$ cat config.mk
export PLATFORM = sky130hd
export DESIGN_NAME = mult_hilo_seq_flat
export DESIGN_NICKNAME = d
export VERILOG_FILES = /design/src/rtl/mult_hilo_seq_if.sv /design/src/rtl/mult_hilo_seq.sv /design/src/flat_wrapper.sv
export SDC_FILE = /design/constraint.sdc
export NUM_CORES = 1
export LEC_CHECK = 0
export ABC_AREA = 0
export BUFFER_PORTS_ARGS = -buffer_cell sky130_fd_sc_hd__buf_2
export CORE_MARGIN = 3
export CORE_UTILIZATION = 48
export CTS_CLUSTER_DIAMETER = 60
export DETAILED_ROUTE_END_ITERATION = 6
export PLACE_DENSITY = 0.77
export REMOVE_ABC_BUFFERS = 1
export SLEW_MARGIN = 10
export SYNTH_ARGS = -nofsm -noshare
export SYNTH_HDL_FRONTEND = slang
export SYNTH_SLANG_ARGS = --single-unit
$ cat constraint.sdc
create_clock -name clk -period 2.52 [get_ports clk]
set_input_delay 0.504 -clock clk [delete_from_list [all_inputs] [get_ports clk]]
set_output_delay 0.504 -clock clk [all_outputs]
set_load 0.01 [all_outputs]
$ cat src/rtl/mult_hilo_seq_if.sv
// EX-side request/stall, multiplier handshake and HI/LO access for mult_hilo_seq.
// The slave modport is the sequencer; the master is whoever drives EX and the multiplier.
interface mult_hilo_if #(
    parameter int W = 16
);
    logic             op_valid;
    logic             op_signed;
    logic [W-1:0]     op_a;
    logic [W-1:0]     op_b;
    logic             busy;
    logic             mul_start;
    logic [W-1:0]     mul_mult1;
    logic [W-1:0]     mul_mult2;
    logic             mul_done;
    logic [2*W-1:0]   mul_produto;
    logic             wr_hi;
    logic             wr_lo;
    logic [W-1:0]     wr_data;
    logic [W-1:0]     hi;
    logic [W-1:0]     lo;
    logic             err;

    modport master (
        output op_valid, op_signed, op_a, op_b, mul_done, mul_produto,
               wr_hi, wr_lo, wr_data,
        input  busy, mul_start, mul_mult1, mul_mult2, hi, lo, err
    );

    modport slave (
        input  op_valid, op_signed, op_a, op_b, mul_done, mul_produto,
               wr_hi, wr_lo, wr_data,
        output busy, mul_start, mul_mult1, mul_mult2, hi, lo, err
    );
endinterface

$ cat src/rtl/mult_hilo_seq.sv
// MULT/MULTU sequencer: feeds magnitudes to an unsigned shift-add multiplier,
// sign-corrects the product and owns the HI/LO pair (including MTHI/MTLO writes).
module mult_hilo_seq #(
    parameter int W       = 16,
    parameter int GUARD   = 2,
    parameter int TIMEOUT = 63
) (
    input  logic        clk,
    input  logic        rst,
    mult_hilo_if.slave  bus
);
    localparam int GW = (GUARD   < 1) ? 1 : $clog2(GUARD + 1);
    localparam int TW = (TIMEOUT < 1) ? 1 : $clog2(TIMEOUT + 1);
    localparam logic [GW-1:0] GUARD_L   = GW'(GUARD);
    localparam logic [TW-1:0] TIMEOUT_L = TW'(TIMEOUT);

    localparam logic [2:0] S_IDLE  = 3'd0;
    localparam logic [2:0] S_ISSUE = 3'd1;
    localparam logic [2:0] S_WAIT  = 3'd2;
    localparam logic [2:0] S_FIX   = 3'd3;
    localparam logic [2:0] S_WRITE = 3'd4;

    // -2^(W-1) negates to itself, which read back unsigned is the correct magnitude.
    function automatic logic [W-1:0] mag(input logic [W-1:0] x, input logic sgn);
        logic signed [W-1:0] xs;
        xs = x;
        if (sgn && xs < 0) return W'(-xs);
        return x;
    endfunction

    function automatic logic [2*W-1:0] sign_fix(input logic [2*W-1:0] p, input logic neg);
        return neg ? (~p + 1'b1) : p;
    endfunction

    logic [2:0]     state_q, state_d;
    logic [GW-1:0]  guard_q, guard_d;
    logic [TW-1:0]  tmo_q, tmo_d;
    logic           err_q, err_d;
    logic [W-1:0]   m1_q, m1_d;
    logic [W-1:0]   m2_q, m2_d;
    logic [W-1:0]   hi_q, hi_d;
    logic [W-1:0]   lo_q, lo_d;
    logic           neg_q, neg_d;
    logic [2*W-1:0] p_q, p_d;

    always_comb begin
        state_d = state_q;
        guard_d = guard_q;
        tmo_d   = tmo_q;
        err_d   = err_q;
        m1_d    = m1_q;
        m2_d    = m2_q;
        neg_d   = neg_q;
        p_d     = p_q;
        hi_d    = bus.wr_hi ? bus.wr_data : hi_q;
        lo_d    = bus.wr_lo ? bus.wr_data : lo_q;

        case (state_q)
            S_IDLE: begin
                if (bus.op_valid) begin
                    m1_d    = mag(bus.op_a, bus.op_signed);
                    m2_d    = mag(bus.op_b, bus.op_signed);
                    neg_d   = bus.op_signed & (bus.op_a[W-1] ^ bus.op_b[W-1]);
                    err_d   = 1'b0;
                    state_d = S_ISSUE;
                end
            end
            S_ISSUE: begin
                guard_d = GUARD_L;
                tmo_d   = '0;
                state_d = S_WAIT;
            end
            S_WAIT: begin
                // done may still be high from the previous op until the guard drains
                if (guard_q != '0) guard_d = guard_q - 1'b1;
                tmo_d = tmo_q + 1'b1;
                if (bus.mul_done && guard_q == '0) begin
                    p_d     = bus.mul_produto;
                    state_d = S_FIX;
                end else if (tmo_q == TIMEOUT_L) begin
                    err_d   = 1'b1;
                    state_d = S_IDLE;
                end
            end
            S_FIX: begin
                p_d     = sign_fix(p_q, neg_q);
                state_d = S_WRITE;
            end
            S_WRITE: begin
                hi_d    = p_q[2*W-1:W];
                lo_d    = p_q[W-1:0];
                state_d = S_IDLE;
            end
            default: state_d = S_IDLE;
        endcase
    end

    always_ff @(posedge clk or posedge rst) begin
        if (rst) begin
            state_q <= S_IDLE;
            guard_q <= '0;
            tmo_q   <= '0;
            err_q   <= 1'b0;
            m1_q    <= '0;
            m2_q    <= '0;
            hi_q    <= '0;
            lo_q    <= '0;
        end else begin
            state_q <= state_d;
            guard_q <= guard_d;
            tmo_q   <= tmo_d;
            err_q   <= err_d;
            m1_q    <= m1_d;
            m2_q    <= m2_d;
            hi_q    <= hi_d;
            lo_q    <= lo_d;
        end
    end

    // Product and sign are only consumed after being loaded within the same op.
    always_ff @(posedge clk) begin
        neg_q <= neg_d;
        p_q   <= p_d;
    end

    assign bus.busy      = (state_q != S_IDLE);
    assign bus.mul_start = (state_q == S_ISSUE);
    assign bus.mul_mult1 = m1_q;
    assign bus.mul_mult2 = m2_q;
    assign bus.hi        = hi_q;
    assign bus.lo        = lo_q;
    assign bus.err       = err_q;
endmodule

$ cat src/flat_wrapper.sv
// flat-port wrapper written by rule: the top's interface ports become plain ports
module mult_hilo_seq_flat 
#(
    parameter int W       = 16,
    parameter int GUARD   = 2,
    parameter int TIMEOUT = 63
)
  (clk, rst, bus_op_valid, bus_op_signed, bus_op_a, bus_op_b, bus_mul_done, bus_mul_produto, bus_wr_hi, bus_wr_lo, bus_wr_data, bus_busy, bus_mul_start, bus_mul_mult1, bus_mul_mult2, bus_hi, bus_lo, bus_err);
  mult_hilo_if #(.W(W)) bus_i ();
  input  logic clk;
  input  logic rst;
  input wire logic [$bits(bus_i.op_valid)-1:0] bus_op_valid;
  input wire logic [$bits(bus_i.op_signed)-1:0] bus_op_signed;
  input wire logic [$bits(bus_i.op_a)-1:0] bus_op_a;
  input wire logic [$bits(bus_i.op_b)-1:0] bus_op_b;
  input wire logic [$bits(bus_i.mul_done)-1:0] bus_mul_done;
  input wire logic [$bits(bus_i.mul_produto)-1:0] bus_mul_produto;
  input wire logic [$bits(bus_i.wr_hi)-1:0] bus_wr_hi;
  input wire logic [$bits(bus_i.wr_lo)-1:0] bus_wr_lo;
  input wire logic [$bits(bus_i.wr_data)-1:0] bus_wr_data;
  output wire logic [$bits(bus_i.busy)-1:0] bus_busy;
  output wire logic [$bits(bus_i.mul_start)-1:0] bus_mul_start;
  output wire logic [$bits(bus_i.mul_mult1)-1:0] bus_mul_mult1;
  output wire logic [$bits(bus_i.mul_mult2)-1:0] bus_mul_mult2;
  output wire logic [$bits(bus_i.hi)-1:0] bus_hi;
  output wire logic [$bits(bus_i.lo)-1:0] bus_lo;
  output wire logic [$bits(bus_i.err)-1:0] bus_err;
  assign bus_i.op_valid = bus_op_valid;
  assign bus_i.op_signed = bus_op_signed;
  assign bus_i.op_a = bus_op_a;
  assign bus_i.op_b = bus_op_b;
  assign bus_i.mul_done = bus_mul_done;
  assign bus_i.mul_produto = bus_mul_produto;
  assign bus_i.wr_hi = bus_wr_hi;
  assign bus_i.wr_lo = bus_wr_lo;
  assign bus_i.wr_data = bus_wr_data;
  assign bus_busy = bus_i.busy;
  assign bus_mul_start = bus_i.mul_start;
  assign bus_mul_mult1 = bus_i.mul_mult1;
  assign bus_mul_mult2 = bus_i.mul_mult2;
  assign bus_hi = bus_i.hi;
  assign bus_lo = bus_i.lo;
  assign bus_err = bus_i.err;
  mult_hilo_seq #(.W(W), .GUARD(GUARD), .TIMEOUT(TIMEOUT)) u_core (.clk(clk), .rst(rst), .bus(bus_i));
endmodule
==> impl_metrics.tcl, run 1 <==
set metrics [dict create \
    synth_warnings 0 \
    layout.cells.most_common_list "153 x buf_2, 97 x nand2_1, 76 x dfrtp_1" \
    cts_buffers 9 \
    firstDrtPassIters 4 \
    synth-simple-area-share_pct 19.05 \
    fin_ws_ps 243.3 \
    cts_tree "yes" \
    synth-compound-area-share_pct 13.07 \
    synth-seq-area-share_pct 49.38 \
    dp_worst_setup_slack_ps 186.7 \
    synth_top_family_by_area "simple AND/OR/NAND/NOR gates" \
    final_common_cell "buf_2" \
    async_reset_ff_share_pct 69.72 \
    drt-total-wl_um 14640 \
    root_buffer "clkbuf_16" \
    synthMuxAreaShare_pct 5.852 \
    worstPathRequired_ps 2600 \
    drt-vias-per-instance 5.546 \
    syn_area_mm2 0.005858 \
    hold_viol 0 \
    slew_headroom_pct 57.70 \
    timing.rr.start "u_core.p_q[26]" \
    wl_per_cell_um 16.00 \
    grt_first_pass_wirelength_um 23740 \
    initial_core_util_pct 50.23 \
    cts.clk_slew.worst_paths_ps 80 \
    dieArea_mm2 0.01357 \
    reg2reg_to "u_core.p_q[31]" \
    status "finished clean" \
    clk_latency_ps 350 \
    finalMaxSlewViolations 0 \
    final.period_utilization_pct 90.35 \
    dp_hpwl_um 10860 \
    endpoint "u_core.p_q[31]" \
    cts_max_path_buffers 2 \
    hold_buffers 0 \
    synth_edf_count 33 \
    synth-xor-area-share_pct 8.372 \
    timing.setup.tns_ps 0 \
    cts-htree-levels 3 \
    drcViolationCount 0 \
    start_kind "flip-flop" \
    crit_arrival_ps 2360 \
    die_width_um 116.5 \
    yosysUniqueCellTypes 52 \
    overflow 0 \
    die_h_um 116.5 \
    drtIter0Drc 359 \
    ir_drop_mv 0.5860 \
    vias 5075 \
    hold_ws_ps 258.2 \
    drive_above_1_share_pct 25.42 \
    maxCapViolCount 0 \
    max_freq_mhz 439.2 \
    path_class "flip-flop to flip-flop" \
    globalRouteTotalUtil_pct 22.12 \
    row_count 39 \
    max_slew.worst_pin.slew_ps 628.6 \
    port-buffer-count 153 \
    areaGrowthSynthToFinish_pct 21.12 \
    hp-class "input port to asynchronous set/reset pin" \
    synth_fa_ha_area_share_pct 1.068 \
    place.gp.congestion 0.8594 \
    antenna_found_initial 2 \
    grt_pass1_vias 4961 \
    finalSetupViolCount 0 \
    syn-instance-count 624 \
    yosys_most_used_dff "dfrtp_1" \
    core-area_mm2 0.01166 \
    crit_fanout 4 \
    avgSynthCellArea_um2 9.388 \
    period_minus_slack_ps 2277 \
    crit_path_end_kind "flip-flop" \
    nets 858 \
    cp-startpoint "u_core.p_q[26]" \
    ios 154 \
    grt_max_degree 77 \
    finClkSkew_ps 8.626 \
    final_antenna_net_count 0 \
    rsz0062_at_grt "false" \
    p_leak_nw 3.166 \
    rrSetupSlack_ps 240 \
    cts.sinks 109 \
    synth_seq_cells 109 \
    power_density_mw_per_mm2 941.9 \
    r2r_cells 5 \
]
-- critical path, stage by stage, from the launching register on --
cell and delay, ps:
edfxtp_1 440, or4_4 570, or4_4 460, nor4_2 290, xor2_1 170, o21ai_1 80
-- sequential cells by signal (all words and copies together), names as in the netlist --
signal / cells
u_core.neg_q: 1
u_core.guard_q: 2
u_core.bus.lo: 16
u_core.p_q: 32
u_core.bus.mul_mult1: 16
u_core.bus.hi: 16
u_core.bus.mul_mult2: 16
u_core.tmo_q: 6
u_core.state_q: 3
u_core.bus.err: 1
-- power by group --
part / leakage [nW] / switching, mW / internal [mW] / total [mW]
Sequential: 1.19 / 0.443 / 2.46 / 2.90
Combinational: 1.82 / 1.34 / 0.932 / 2.28
Clock: 0.156 / 0.662 / 0.842 / 1.50
Total: 3.17 / 2.45 / 4.24 / 6.68
-- metrics by stage --
step | std cells | util [%] | cell area, um2 | power, mW
floorplan | 593 | - | 5727 | 4.203
global placement | 898 | 58.05 | 6770 | 5.113
detailed placement | 898 | 58.05 | 6770 | 5.217
CTS | 914 | 60.77 | 7087 | 6.733
global route | 914 | 60.82 | 7093 | 7.156
finish | 915 | 60.84 | 7096 | 6.684
-- worst min path at each step --
stage / startpoint / slack (ps) / cells after the start / end
final: rst / 260 / 3 / u_core.bus.mul_mult1[1]
after global routing: rst / 290 / 3 / u_core.bus.hi[0]
after CTS: rst / 260 / 3 / u_core.bus.mul_mult2[13]
after detailed placement: u_core.bus.err / 480 / 2 / u_core.bus.err
after global placement: u_core.bus.err / 460 / 2 / u_core.bus.err
after floorplan: u_core.p_q[31] / 470 / 2 / u_core.bus.hi[15]
-- cell usage after synthesis (4+ instances only) --
cell type | number | area share, %
edfxtp_1 | 33 | 17
nor2_1 | 65 | 4.2
and2_1 | 5 | 0.53
nor3_1 | 15 | 1.3
or3_1 | 4 | 0.43
dfrtp_1 | 76 | 32
ha_1 | 5 | 1.1
a31oi_1 | 4 | 0.43
o21ai_1 | 23 | 2.0
clkbuf_1 | 27 | 1.7
xnor2_1 | 20 | 3.0
inv_1 | 15 | 0.96
xor2_1 | 36 | 5.4
o21ai_0 | 55 | 4.7
nand3_1 | 5 | 0.43
mux2i_1 | 32 | 5.5
nand2_1 | 97 | 6.2
nor4_1 | 9 | 0.96
nand4_1 | 4 | 0.43
a21oi_1 | 46 | 3.9
-- routing by layer --
| metal | global-route usage, % | up-vias | wire length (um) |
|---|---|---|---|
| met2 | 34.97 | 188 | 6715 |
| li1 | - | 2462 | - |
| met1 | 29.99 | 2390 | 6524 |
| met5 | 0 | - | 21 |
| met3 | 5.492 | 31 | 1094 |
| met4 | 7.347 | 4 | 289 |
-- what timing repair did --
action | CTS | global route
gates resized for setup | 0 | 1
endpoints found under the setup margin | 0 | 3
buffers inserted | 0 | 0
hold endpoints to repair | 0 | 0
-- cell families after synthesis --
| group | Yosys count |
|---|---|
| fa+ha+maj | 5 |
| buf+inv | 46 |
| simple gates | 232 |
| compound gates | 142 |
| flops | 109 |
| mux | 34 |
| xor+xnor | 56 |
-- final cells by class --
type                       count  area [um2]
tap                          143       178.9
timing repair buffer         162       858.3
clock buffer                  11       254.0
antenna                        1       2.502
sequential                   109        2893
fill                        1015        4567
inverter                      15       56.30
clock inverter                 5       62.56
multi-input combinational    469        2790
No activity file was read; power rests on OpenSTA's default activity.
==> inputs of run 2 (changes only) <==
--- a/config.mk
+++ b/config.mk
@@ -8,10 +8,10 @@
 export ABC_AREA = 0
 export BUFFER_PORTS_ARGS = -buffer_cell sky130_fd_sc_hd__buf_2
 export CORE_MARGIN = 3
-export CORE_UTILIZATION = 48
+export CORE_UTILIZATION = 53
 export CTS_CLUSTER_DIAMETER = 60
 export DETAILED_ROUTE_END_ITERATION = 6
-export PLACE_DENSITY = 0.77
+export PLACE_DENSITY_LB_ADDON = 0.3
 export REMOVE_ABC_BUFFERS = 1
 export SLEW_MARGIN = 10
 export SYNTH_ARGS = -nofsm -noshare
==> constraint.sdc (replaced) <==
create_clock -name clk -period 2.6 [get_ports clk]
set_input_delay 0.52 -clock clk [delete_from_list [all_inputs] [get_ports clk]]
set_output_delay 0.52 -clock clk [all_outputs]
set_load 0.01 [all_outputs]
==> run 2 against run 1 <==
Via count shrank 0.32%. Combinational power down 6%. Register-to-register slack better by 30 ps. Wire length fell by 3.9%. Critical path depth unchanged. Cell count decreased by 0.55%. First-iteration DRC count fell by 1.9%. Clock skew rose by 1.1 ps. Clock power decreased by 38%. Clock-buffer cell count increased by 1. Sequential power fell by 3%. Critical path type unchanged.
==> impl_metrics.tcl, run 2 (synthesis results as in run 1) <==
set metrics [dict create \
    rsz0062_at_grt "false" \
    slew_headroom_pct 56.56 \
    hold_viol 0 \
    cts.sinks 109 \
    dp_worst_setup_slack_ps 295.7 \
    root_buffer "clkbuf_8" \
    drtIter0Drc 352 \
    final_common_cell "buf_2" \
    dieArea_mm2 0.01235 \
    p_leak_nw 3.105 \
    globalRouteTotalUtil_pct 22.81 \
    postCtsSetupBuffers 0 \
    finClkSkew_ps 9.742 \
    areaGrowthSynthToFinish_pct 18.50 \
    cts_tree "yes" \
    place_area_mm2 0.006771 \
    timing.setup.tns_ps 0 \
    power_density_mw_per_mm2 848.8 \
    timing.rr.start "u_core.p_q[24]" \
    place.gp.congestion 0.8976 \
    dp_hpwl_um 10430 \
    nets 861 \
    grt_pass1_vias 4867 \
    fin_cells 910 \
    drt-total-wl_um 14070 \
    crit_fanout 4 \
    drive_above_1_share_pct 25.45 \
    path_class "flip-flop to flip-flop" \
    grt_max_degree 65 \
    drcViolationCount 0 \
    cts_max_path_buffers 2 \
    antenna_found_initial 4 \
    cts-htree-levels 3 \
    hold_ws_ps 230.2 \
    fin_ws_ps 277.0 \
    hold_buffers 0 \
    max_freq_mhz 430.5 \
    overflow 0 \
    core-area_mm2 0.01056 \
    worstPathRequired_ps 2700 \
    finalMaxSlewViolations 0 \
    cts_resized 0 \
    initial_core_util_pct 55.50 \
    maxCapViolCount 0 \
    vias 5059 \
    top_register "u_core.p_q" \
    die_h_um 111.1 \
    drt-vias-per-instance 5.559 \
    crit_path_end_kind "flip-flop" \
    die_width_um 111.1 \
    final_antenna_net_count 0 \
    wl_per_cell_um 15.46 \
    start_kind "flip-flop" \
    cts_buffers 9 \
    dpl.cell_count 894 \
    finalSetupViolCount 0 \
    firstDrtPassIters 6 \
    crit_arrival_ps 2430 \
    largest_reg_flops 32 \
    row_count 37 \
    status "finished clean" \
    p_total_mw 5.892 \
    period_minus_slack_ps 2323 \
    layout.cells.most_common_list "153 x buf_2, 97 x nand2_1, 76 x dfrtp_1" \
    grt_first_pass_wirelength_um 23290 \
    cts.clk_slew.worst_paths_ps 100 \
    ios 154 \
    clk_latency_ps 370 \
    stdcell_area_mm2 0.006942 \
    utilization_pct 65.77 \
    final.period_utilization_pct 89.35 \
    ir_drop_mv 0.5128 \
    cp-startpoint "u_core.p_q[24]" \
    diodes 0 \
    max_slew.worst_pin.slew_ps 650.6 \
    port-buffer-count 153 \
    hp-class "input port to asynchronous set/reset pin" \
]
## run 2: worst max-delay path: stages, from the launching register on
cell      delay [ps]
edfxtp_1         450
or4_4            560
or4_4            470
nor4_4           320
xor2_1           180
o21ai_1           80
## run 2: path summary, 6_finish.rpt
kind | endpoint | slack, ps | cells past startpoint
worst max register to register | u_core.p_q[30] | 280 | 5
max in group asynchronous | u_core.bus.hi[5] | 1710 | 3
worst min-delay path | u_core.bus.mul_mult2[13] | 230 | 2
min in group clk | u_core.bus.mul_mult1[0] | 410 | 2
worst max-delay path | u_core.p_q[30] | 280 | 5
worst min register to register | u_core.bus.mul_mult2[0] | 520 | 1
## run 2: cell type report
cell class	count	area (um2)
clock buffer	12	145.1
fill	877	3613
clock inverter	4	25.02
inverter	15	56.30
sequential	109	2893
timing repair buffer	165	868.3
tap	136	170.2
multi-input combinational	469	2784
## run 2: report_power, final
group	switching, mW	leakage (nW)	internal (mW)
logic	1.26	1.83	0.894
clock network	0.550	0.0824	0.373
registers	0.436	1.19	2.38
total	2.24	3.10	3.65
## run 2: routing by layer
| layer | wire length [um] | up-vias | GRT usage (%) | part of all wire, % |
|---|---|---|---|---|
| li1 | - | 2453 | - | - |
| met1 | 6035 | 2393 | 30.15 | 43 |
| met2 | 6801 | 182 | 37.62 | 48 |
| met3 | 982 | 23 | 5.186 | 7.0 |
| met4 | 212 | 8 | 7.056 | 1.5 |
| met5 | 42 | - | 0 | 0.30 |
==> inputs of run 3 (changes only) <==
--- a/config.mk
+++ b/config.mk
@@ -7,7 +7,7 @@
 export LEC_CHECK = 0
 export ABC_AREA = 0
 export BUFFER_PORTS_ARGS = -buffer_cell sky130_fd_sc_hd__buf_2
-export CORE_MARGIN = 3
+export CORE_MARGIN = 8
 export CORE_UTILIZATION = 53
 export CTS_CLUSTER_DIAMETER = 60
 export DETAILED_ROUTE_END_ITERATION = 6
==> constraint.sdc (replaced) <==
create_clock -name clk -period 2.6 [get_ports clk]
set_input_delay 0.39 -clock clk [delete_from_list [all_inputs] [get_ports clk]]
set_output_delay 0.39 -clock clk [all_outputs]
set_load 0.01 [all_outputs]
==> run 3 against run 2 <==
Die area grew 19%. Critical path type unchanged. Register-to-register slack improved by 30 ps. Utilization decreased by 1.1 points. Highest routed layer unchanged. Wire length rose by 4.4%. First-iteration DRC count is 3.4% higher. Critical endpoint is now u_core.p_q[31]. Cell area is 0.54% higher. Clock-buffer cell count up 3.
==> impl_metrics.tcl, run 3 (synthesis results as in run 1) <==
set metrics [dict create \
    status "finished clean" \
    final_antenna_net_count 0 \
    drt-total-wl_um 14690 \
    grt_max_degree 65 \
    cp_num_cells 5 \
    power_density_mw_per_mm2 870.9 \
    reg2reg_to "u_core.p_q[31]" \
    final_common_cell "buf_2" \
    dp_hpwl_um 11110 \
    core-area_mm2 0.01079 \
    crit_fanout 4 \
    root_buffer "clkbuf_8" \
    diodes 0 \
    dpl.cell_count 897 \
    cts_tree "yes" \
    port-buffer-count 153 \
    maxCapViolCount 0 \
    drcViolationCount 0 \
    top_register "u_core.p_q" \
    cts_buffers 9 \
    antenna_found_initial 2 \
    layout.cells.most_common_list "153 x buf_2, 97 x nand2_1, 76 x dfrtp_1" \
    endpoint "u_core.p_q[31]" \
    start_kind "flip-flop" \
    rsz0062_at_grt "false" \
    globalRouteTotalUtil_pct 19.94 \
    max_slew.worst_pin.slew_ps 596.6 \
    initial_core_util_pct 54.28 \
    crit_arrival_ps 2400 \
    cp_top_family "simple AND/OR/NAND/NOR gates" \
    nets 860 \
    die_width_um 121.1 \
    max_freq_mhz 436.7 \
    finClkSkew_ps 15.26 \
    firstDrtPassIters 5 \
    r2r_cells 5 \
    multi_input_area_mm2 0.002790 \
    finalSetupViolCount 0 \
    rrSetupSlack_ps 310 \
    p_leak_nw 3.119 \
    period_minus_slack_ps 2290 \
    postCtsSetupBuffers 0 \
    hold_ws_ps 63.41 \
    grt_first_pass_wirelength_um 24010 \
    fin_cells 913 \
    clk_latency_ps 370 \
    finalMaxSlewViolations 0 \
    place.gp.congestion 0.8995 \
    cts.clk_slew.worst_paths_ps 100 \
    slew_headroom_pct 59.86 \
    overflow 0 \
    drtIter0Drc 364 \
    drive_above_1_share_pct 25.49 \
    crit_chain "or4_4, or4_4, nor4_2, xor2_1, o21ai_1" \
    cts-htree-levels 3 \
    timing.rr.start "u_core.p_q[24]" \
    dieArea_mm2 0.01467 \
    die_h_um 121.1 \
    cts_resized 0 \
    hold_buffers 0 \
    wl_per_cell_um 16.09 \
    ir_drop_mv 0.5239 \
    largest_reg_flops 32 \
    hold_viol 0 \
    final.period_utilization_pct 88.06 \
    ios 154 \
    worst_path_max_delay_cell "or4_4" \
    areaGrowthSynthToFinish_pct 19.14 \
    stdcell_area_mm2 0.006979 \
    grt_pass1_vias 5076 \
    cp-startpoint "u_core.p_q[24]" \
    nFillCells 929 \
    row_count 38 \
    place_area_mm2 0.006756 \
    cp_num_buf_inv 0 \
    crit_top_cell "or4_4" \
    drt-vias-per-instance 5.507 \
    final-seq-area_mm2 0.002893 \
    hp-class "input port to asynchronous set/reset pin" \
    worstPathRequired_ps 2710 \
    cts_max_path_buffers 2 \
    crit_path_end_kind "flip-flop" \
    path_class "flip-flop to flip-flop" \
    cts.sinks 109 \
    slowest_delay_ps 570 \
    vias 5028 \
]
run 3: per-layer routing:
metal / share of wire (%) / wire length, um / GRT usage (%) / up-vias
met5: 0.16 / 23 / 0 / -
met4: 1.4 / 199 / 6.476 / 4
met3: 7.7 / 1134 / 4.886 / 16
met2: 47 / 6961 / 32.78 / 195
met1: 43 / 6369 / 25.32 / 2353
li1: - / - / - / 2460
run 3: worst min-delay path by stage:
stage / end / depth (start not counted)
after floorplan: u_core.bus.hi[15] / 2
after global placement: u_core.bus.err / 2
after detailed placement: u_core.bus.mul_mult2[7] / 2
after CTS: u_core.bus.mul_mult2[4] / 2
after global routing: u_core.bus.mul_mult2[7] / 2
final: u_core.bus.mul_mult2[5] / 2
run 3: power breakdown:
group / switching (mW) / internal (mW)
Combinational: 1.30 / 0.901
Sequential: 0.421 / 2.38
Clock: 0.555 / 0.520
run 3: layout make-up:
type / instances / share of cell area, %
clock inverters: 1 / 0.1076
repair buffers: 164 / 12.15
flip-flops and latches: 109 / 41.45
inverters: 15 / 0.8067
multi-input cells: 469 / 39.98
well taps: 140 / 2.510
clock buffers: 15 / 2.994
run 3: worst reg2reg max path, cell delays in order, from the launching register on:
cell and delay, ps:
edfxtp_1 470, or4_4 570, or4_4 460, nor4_2 290, xor2_1 180, o21ai_1 70
run 3: stage by stage:
stage               power [mW]  util, %  setup slack, ps  TNS [ps]
finish                   6.078    64.66            310.3         0
global route             6.536    64.66            157.8         0
CTS                      6.130    64.61            215.7         0
detailed placement       5.049    62.60            261.4         0
global placement         4.954    62.60            378.9         0
floorplan                4.074        -            -1552    -53370
